--- src/rtl/port_scheduler_pkg.sv ---
// Shared types and default constants for the per-output-port scheduler.
// Imported by the scheduler top and its circular picker.
package port_scheduler_pkg;
  localparam int DEF_NUM_PRIO = 8;
  localparam int DEF_LEN_W    = 7;
  localparam int DEF_WEIGHT_W = 4;

  localparam logic SP  = 1'b0;
  localparam logic WRR = 1'b1;

  typedef enum logic [1:0] {
    IDLE   = 2'd0,
    RELOAD = 2'd1,
    XFER   = 2'd2
  } state_t;
endpackage

--- src/rtl/port_scheduler_rr_pick.sv ---
// Combinational circular first-one finder: returns the first set request at or after ptr.
// Strict priority uses it with ptr tied to zero.
module rr_pick
  import port_scheduler_pkg::*;
#(
  parameter int NUM_PRIO = DEF_NUM_PRIO,
  parameter int PRIO_W   = $clog2(NUM_PRIO)
) (
  input  logic [NUM_PRIO-1:0] req,
  input  logic [PRIO_W-1:0]   ptr,
  output logic [PRIO_W-1:0]   grant_idx,
  output logic                found
);
  logic [PRIO_W-1:0] idx_at [NUM_PRIO];

  generate
    for (genvar gi = 0; gi < NUM_PRIO; gi++) begin : g_rot
      assign idx_at[gi] = PRIO_W'((32'(ptr) + gi) % NUM_PRIO);
    end
  endgenerate

  // Walk offsets from farthest to nearest so the nearest hit wins.
  always_comb begin
    grant_idx = '0;
    found     = 1'b0;
    for (int off = NUM_PRIO - 1; off >= 0; off--) begin
      if (req[idx_at[off]]) begin
        grant_idx = idx_at[off];
        found     = 1'b1;
      end
    end
  end
endmodule

--- src/rtl/port_scheduler.sv ---
// Output-port packet scheduler: SP or credit-based WRR queue selection, one SRAM
// read strobe per beat, and framing delayed by RD_LAT to line up with read data.
module port_scheduler
  import port_scheduler_pkg::*;
#(
  parameter int NUM_PRIO = DEF_NUM_PRIO,
  parameter int PRIO_W   = 3,
  parameter int WEIGHT_W = DEF_WEIGHT_W,
  parameter int LEN_W    = DEF_LEN_W,
  parameter int RD_LAT   = 2
) (
  input  logic                         clk,
  input  logic                         rst,
  input  logic                         sp0_wrr1,
  input  logic [NUM_PRIO*WEIGHT_W-1:0] wrr_weight,
  input  logic [NUM_PRIO-1:0]          prepared,
  input  logic [NUM_PRIO*LEN_W-1:0]    head_len,
  input  logic [NUM_PRIO-1:0]          ready,
  output logic [NUM_PRIO-1:0]          deq,
  output logic                         rd_req,
  output logic [PRIO_W-1:0]            rd_prio,
  output logic                         busy,
  output logic                         rd_sop,
  output logic                         rd_eop,
  output logic                         rd_vld
);
  state_t                state_reg, state_next;
  logic [WEIGHT_W-1:0]   credit_reg [NUM_PRIO];
  logic [PRIO_W-1:0]     rr_ptr_reg;
  logic [PRIO_W-1:0]     prio_reg;
  logic [LEN_W-1:0]      beat_cnt_reg;
  logic                  prev_mode_reg;
  logic                  started_reg;
  logic [NUM_PRIO-1:0]   deq_reg;
  logic [2:0]            pipe_reg [RD_LAT];

  logic [NUM_PRIO-1:0]   eligible, has_credit, weighted, pick_req;
  logic [PRIO_W-1:0]     pick_ptr, pick_idx;
  logic                  pick_found, need_reload, grant;
  logic                  first_beat, last_beat;
  logic [LEN_W-1:0]      sel_len;

  assign eligible = prepared & ready;

  generate
    for (genvar gi = 0; gi < NUM_PRIO; gi++) begin : g_q
      assign has_credit[gi] = (credit_reg[gi] != '0);
      assign weighted[gi]   = |wrr_weight[gi*WEIGHT_W +: WEIGHT_W];

      always_ff @(posedge clk) begin
        if (rst) begin
          credit_reg[gi] <= '0;
        end else if (state_reg == RELOAD) begin
          credit_reg[gi] <= wrr_weight[gi*WEIGHT_W +: WEIGHT_W];
        end else if (grant && sp0_wrr1 == WRR && pick_idx == PRIO_W'(gi)) begin
          credit_reg[gi] <= credit_reg[gi] - 1'b1;
        end
      end
    end
  endgenerate

  assign pick_req = (sp0_wrr1 == WRR) ? (eligible & has_credit) : eligible;
  assign pick_ptr = (sp0_wrr1 == WRR) ? rr_ptr_reg : '0;

  rr_pick #(
    .NUM_PRIO (NUM_PRIO),
    .PRIO_W   (PRIO_W)
  ) u_pick (
    .req       (pick_req),
    .ptr       (pick_ptr),
    .grant_idx (pick_idx),
    .found     (pick_found)
  );

  // Entering WRR from SP always refreshes credits; otherwise reload only when an
  // eligible queue could actually be served by a refill (weight 0 never loops).
  assign need_reload = (sp0_wrr1 == WRR) &&
                       ((prev_mode_reg == SP) || (!pick_found && |(eligible & weighted)));
  assign grant       = (state_reg == IDLE) && !need_reload && pick_found;
  assign sel_len     = head_len[pick_idx*LEN_W +: LEN_W];

  assign rd_req     = (state_reg == XFER) && ready[prio_reg];
  assign first_beat = rd_req && !started_reg;
  assign last_beat  = rd_req && (beat_cnt_reg == LEN_W'(1));

  always_comb begin
    state_next = state_reg;
    case (state_reg)
      IDLE: begin
        if (need_reload)  state_next = RELOAD;
        else if (grant)   state_next = XFER;
      end
      RELOAD:             state_next = IDLE;
      XFER: begin
        if (last_beat)    state_next = IDLE;
      end
      default:            state_next = IDLE;
    endcase
  end

  always_ff @(posedge clk) begin
    if (rst) begin
      state_reg     <= IDLE;
      rr_ptr_reg    <= '0;
      prio_reg      <= '0;
      beat_cnt_reg  <= '0;
      prev_mode_reg <= SP;
      started_reg   <= 1'b0;
      deq_reg       <= '0;
    end else begin
      state_reg <= state_next;
      deq_reg   <= '0;
      if (state_reg == IDLE) prev_mode_reg <= sp0_wrr1;
      if (grant) begin
        deq_reg      <= NUM_PRIO'(1) << pick_idx;
        prio_reg     <= pick_idx;
        beat_cnt_reg <= (sel_len == '0) ? LEN_W'(1) : sel_len;
        started_reg  <= 1'b0;
        if (sp0_wrr1 == WRR && credit_reg[pick_idx] == WEIGHT_W'(1)) begin
          rr_ptr_reg <= (pick_idx == PRIO_W'(NUM_PRIO - 1)) ? '0 : pick_idx + 1'b1;
        end
      end
      if (rd_req) begin
        beat_cnt_reg <= beat_cnt_reg - 1'b1;
        started_reg  <= 1'b1;
      end
    end
  end

  // Framing delay line matching the SRAM read latency.
  generate
    for (genvar gi = 0; gi < RD_LAT; gi++) begin : g_pipe
      always_ff @(posedge clk) begin
        if (rst) begin
          pipe_reg[gi] <= '0;
        end else if (gi == 0) begin
          pipe_reg[gi] <= {rd_req, first_beat, last_beat};
        end else begin
          pipe_reg[gi] <= pipe_reg[(gi == 0) ? 0 : gi-1];
        end
      end
    end
  endgenerate

  assign rd_vld  = pipe_reg[RD_LAT-1][2];
  assign rd_sop  = pipe_reg[RD_LAT-1][1];
  assign rd_eop  = pipe_reg[RD_LAT-1][0];
  assign deq     = deq_reg;
  assign rd_prio = prio_reg;
  assign busy    = (state_reg == XFER);
endmodule

--- config.mk ---
export PLATFORM = sky130hd
export DESIGN_NAME = port_scheduler
export DESIGN_NICKNAME = d
export VERILOG_FILES = /design/src/rtl/port_scheduler_pkg.sv /design/src/rtl/port_scheduler_rr_pick.sv /design/src/rtl/port_scheduler.sv
export SDC_FILE = /design/constraint.sdc
export NUM_CORES = 1
export LEC_CHECK = 0
export CAP_MARGIN = 20
export CORE_MARGIN = 2
export CORE_UTILIZATION = 50
export CTS_CLUSTER_SIZE = 20
export DETAILED_ROUTE_END_ITERATION = 7
export DONT_BUFFER_PORTS = 1
export GPL_ROUTABILITY_DRIVEN = 0
export GPL_TIMING_DRIVEN = 0
export SYNTH_ARGS = -nofsm -noshare
export SYNTH_HDL_FRONTEND = slang
export SYNTH_SLANG_ARGS = --single-unit
--- constraint.sdc ---
create_clock -name clk -period 9.9 [get_ports clk]
set_input_delay 0.99 -clock clk [delete_from_list [all_inputs] [get_ports clk]]
set_output_delay 0.99 -clock clk [all_outputs]
set_load 0.01 [all_outputs]
==> summary.txt, run 1 <==
Status
  – Status: completed

Critical path
  – CP Max Fanout: 11
  – Slowest stage delay, CP: 420 ps
  – CP max-delay cell: mux4_2
  – Cell family with most CP delay: buffers and inverters
  – CP Cell Sequence: nand2_2 -> inv_2 -> buf_4 -> buf_4 -> buf_2 -> clkbuf_1 -> ha_1 -> xor2_1 -> mux4_2 -> o21bai_2 -> o2bb2ai_2 -> o22ai_2 -> buf_2 -> inv_1 -> ha_1 -> ha_1 -> nand2_1 -> nand2_1
  – Crit path launch type: primary input
  – Most numerous cell on the critical path: ha_1
  – Worst Path Arrival: 5440 ps
  – CP Class: in2reg
  – CP required: roughly 9900 ps
  – Crit path buffers/inverters: 7
  – Setup crit end kind: flop

Cells and area
  – Final Util: 0.554
  – Fraction of layout cells with a size suffix above 1: 0.128
  – Diode count: 0
  – Final nets: around 750
  – Synthesis-to-layout area growth: 7.14%
  – Number of flip-flops in the largest register: 32
  – Final std cells w/o fill: 770

Clock tree
  – Max Root-Sink Buffers: 2
  – # H-tree levels: 3
  – CTS sink count: 63
  – Total CTS buffers: 9
  – CTS root buf: clkbuf_8
  – PostCTS Resize Cnt: 0
  – CTS tree: built
  – Hold-fix buffers, CTS: 0
  – Clock-pin slew on the worst setup and hold paths: ~80 ps
  – Post-CTS setup buffer count: 0
  – Clock Latency Late Sink: 350 ps

Detailed routing
  – DR WL/cell: 20.4 um
  – 1st-pass router iterations: 6
  – Final ANT Viol Nets: 0
  – Vias post-DR: 4939
  – Routed WL: 15700 um
  – Via density per instance: 6.41
  – Drt drc: 0
  – Initial drt markers: 351

Yosys
  – Synthesized Nets: between 700 and 800
  – Post-synthesis sequential area ratio: 0.295
  – Synth unique cells: 80
  – EDFF count, synth: 32
  – Post-Syn Area: roughly 5400 um2
  – Async SR Flop Fraction: 0
  – Synthesized area per cell: 8.68 um2
  – Register bit total from synthesis: 63
  – Post-synth top flop: edfxtp_1
  – Post-Synthesis Cells: just over 600
  – Number of warnings issued by yosys: 0

Timing
  – Setup TNS: 0 ps
  – Max Freq: 184 MHz
  – Layout Skew: 8.15 ps
  – Minimum clock period: approximately 5400 ps
  – Final hold violations: 0
  – Setup-failing EPs final: 0
  – Worst Tran Pin Value: ~930 ps
  – Slew Limit Fails: 0
  – Tcrit/Tclk final: 0.548
  – Max-slew headroom: 0.377
  – Final Hold Slack: 427 ps
  – RSZ-0062 raised after global routing: false

Floorplan
  – Die area: 11600 um2
  – Io pins: 123
  – Starting Density: 0.517
  – Floorplan Core Area: roughly 10000 um2
  – Die X: ~110 um
  – Chip height: 108 um
  – Cell row count: 37

Pwr
  – Power per Cell Area: 180 nW/um2
  – Peak supply drop: 99.5 uV
  – Pleak: about 2.2 nW

GRT
  – First-pass GRT wire length: 24700 um
  – GRT Residual Overflow: 0
  – Gr usage total: 0.276
  – Largest net degree at the start of global routing: 13
  – Initial antenna violation count: 0
  – Vias in the first global route: between 4000 and 5000

Job
  – MaxCap Viol Count: 0

Place
  – Hpwl dp: 12500 um
  – Port bufs: 0
  – Placed cell count: 754

Worst hold path
  – Hold WC Path Type: reg2reg
cell usage after synthesis, types with 3 or more instances:
cell type  instances  area share
xor2_1             5      0.0082
mux2i_1           42       0.078
xnor2_1           17       0.028
nand2_1           89       0.062
buf_2              4      0.0037
nand2_2            3      0.0035
and3_1             3      0.0035
o2111ai_1          6      0.0098
o32ai_2            4       0.012
o211ai_1           4      0.0056
a211o_1            3      0.0049
dfxtp_1           31        0.12
a21o_1             7      0.0098
mux4_2             9       0.038
or3_1              9       0.010
edfxtp_1          32        0.18
a21oi_1           20       0.019
ha_1              18       0.042
nor2b_1            4      0.0047
nor4_1            19       0.022
clkbuf_1          14      0.0098
buf_6              8       0.017
nor3b_1            8       0.011
nor2_1            45       0.031
a211oi_1          13       0.018
inv_1             22       0.015
o21ai_0           40       0.037
nand3_1           12       0.011
o22ai_1            5      0.0058
or4_1              4      0.0056
buf_4              4      0.0056
nand4_1            6      0.0070
nor3_1            24       0.022
inv_2              4      0.0028
and2_1            12       0.014
mux2_2            10       0.021
nand2b_1           4      0.0047
a31oi_1            4      0.0047
final cells by class:
type | instances | area, um2
Buffer | 30 | 193
Clock buffer | 10 | 149
Clock inverter | 6 | 63.8
Fill cell | 991 | 4620
Inverter | 27 | 104
Multi-Input combinational cell | 498 | 3490
Sequential cell | 63 | 1580
Tap cell | 136 | 170
cell usage in the layout (no fill, tap or decap), types with 8 or more instances in the layout:
cell,n
clkbuf_8,9
mux4_2,9
a211oi_1,13
or3_1,9
nor4_1,19
buf_6,8
nor2_1,45
clkbuf_1,14
ha_1,18
nor3_1,24
nand3_1,12
a21oi_1,20
nand2_1,89
inv_1,22
o21ai_0,40
and2_1,12
mux2_2,10
nor3b_1,8
mux2i_1,42
edfxtp_1,32
dfxtp_1,31
xnor2_1,17
routing by layer:
layer | up-vias | GRT usage | part of all wire | wire, um
li1 | 2348 | - | - | -
met1 | 2347 | 0.367 | 0.44 | 6880
met2 | 208 | 0.433 | 0.46 | 7180
met3 | 36 | 0.0611 | 0.075 | 1170
met4 | 0 | 0.117 | 0.032 | 507
met5 | - | 0 | 0 | 0
worst register-to-register path, cell delays in order (launching register included):
cell and delay [ps]:
dfxtp_1 390, nand2_2 130, inv_2 120, buf_4 170, buf_4 190, buf_2 240, clkbuf_1 370, ha_1 360
xor2_1 340, mux4_2 420, o21bai_2 250, o2bb2ai_2 220, o22ai_2 260, buf_2 320, inv_1 200, ha_1 300
ha_1 230, nand2_1 190, nand2_1 190
where the power goes:
group	internal, mW	switching [mW]
Combinational	0.189	0.258
Clock	0.132	0.112
Sequential	0.310	0.0315
metrics by stage:
step                setup WS [ps]  power (mW)  instance area, um2
floorplan                    5190       0.682                5370
global placement             4250       0.780                5540
detailed placement           4170       0.787                5540
CTS                          4540        1.03                5750
global route                 4210        1.09                5750
finish                       4480        1.03                5750
cells by family (layout without fill, tap and decap cells):
family                     Yosys count  in the layout  synth area share
AOI/OAI and AO/OA                  138            138             0.187
xor gates and xnor gates            23             23            0.0389
adders and majority gates           18             18            0.0420
buffers and inverters               57             73            0.0553
DFF                                 63             63             0.295
muxes                               61             61             0.137
and+or+nand+nor                    258            258             0.245
final timing paths:
kind                                    from                         end  slack [ps]  cells after the start
hold reg to reg     started_reg$_SDFFE_PP0P_   pipe_reg[0][1]$_SDFF_PP0_         430                      1
hold / removal      started_reg$_SDFFE_PP0P_   pipe_reg[0][1]$_SDFF_PP0_         430                      1
setup reg to reg  rr_ptr_reg[0]$_SDFFE_PP0P_  credit_reg[7][3]$_DFFE_PP_        4690                     18
setup / recovery                    sp0_wrr1  credit_reg[7][3]$_DFFE_PP_        4480                     18
Power figures use the tool's default switching activity.
==> run 2, diff against run 1 <==
clock period = 5.5 ns   (was 9.9 ns; I/O delays follow)
==> results of run 2 <==
The final DEF is identical to that of run 1. Status: completed.
Main changes from that run: setup slack after placement 4170 ps -> 214 ps; clock-pin slew on the worst setup and hold paths 80 ps -> 70 ps; setup slack after layout 4480 ps -> 289 ps; hold slack 427 ps -> 391 ps; start point of the critical path sp0_wrr1 -> rr_ptr_reg[0]$_SDFFE_PP0P_; register-to-register setup slack 4690 ps -> 290 ps; end point of the worst hold path pipe_reg[0][1]$_SDFF_PP0_ -> credit_reg[3][0]$_DFFE_PP_; total power 1.03 mW -> 1.86 mW; worst IR drop on VDD 99.5 uV -> 179 uV
==> run 3, diff against run 2 <==
ABC_AREA = 0   (was default)
==> results of run 3 <==
The final DEF is identical to that of run 1. Status: completed.
Main changes from that run: setup slack after placement 4170 ps -> 214 ps; clock-pin slew on the worst setup and hold paths 80 ps -> 70 ps; setup slack after layout 4480 ps -> 289 ps; hold slack 427 ps -> 391 ps; start point of the critical path sp0_wrr1 -> rr_ptr_reg[0]$_SDFFE_PP0P_; register-to-register setup slack 4690 ps -> 290 ps; end point of the worst hold path pipe_reg[0][1]$_SDFF_PP0_ -> credit_reg[3][0]$_DFFE_PP_; total power 1.03 mW -> 1.86 mW; worst IR drop on VDD 99.5 uV -> 179 uV
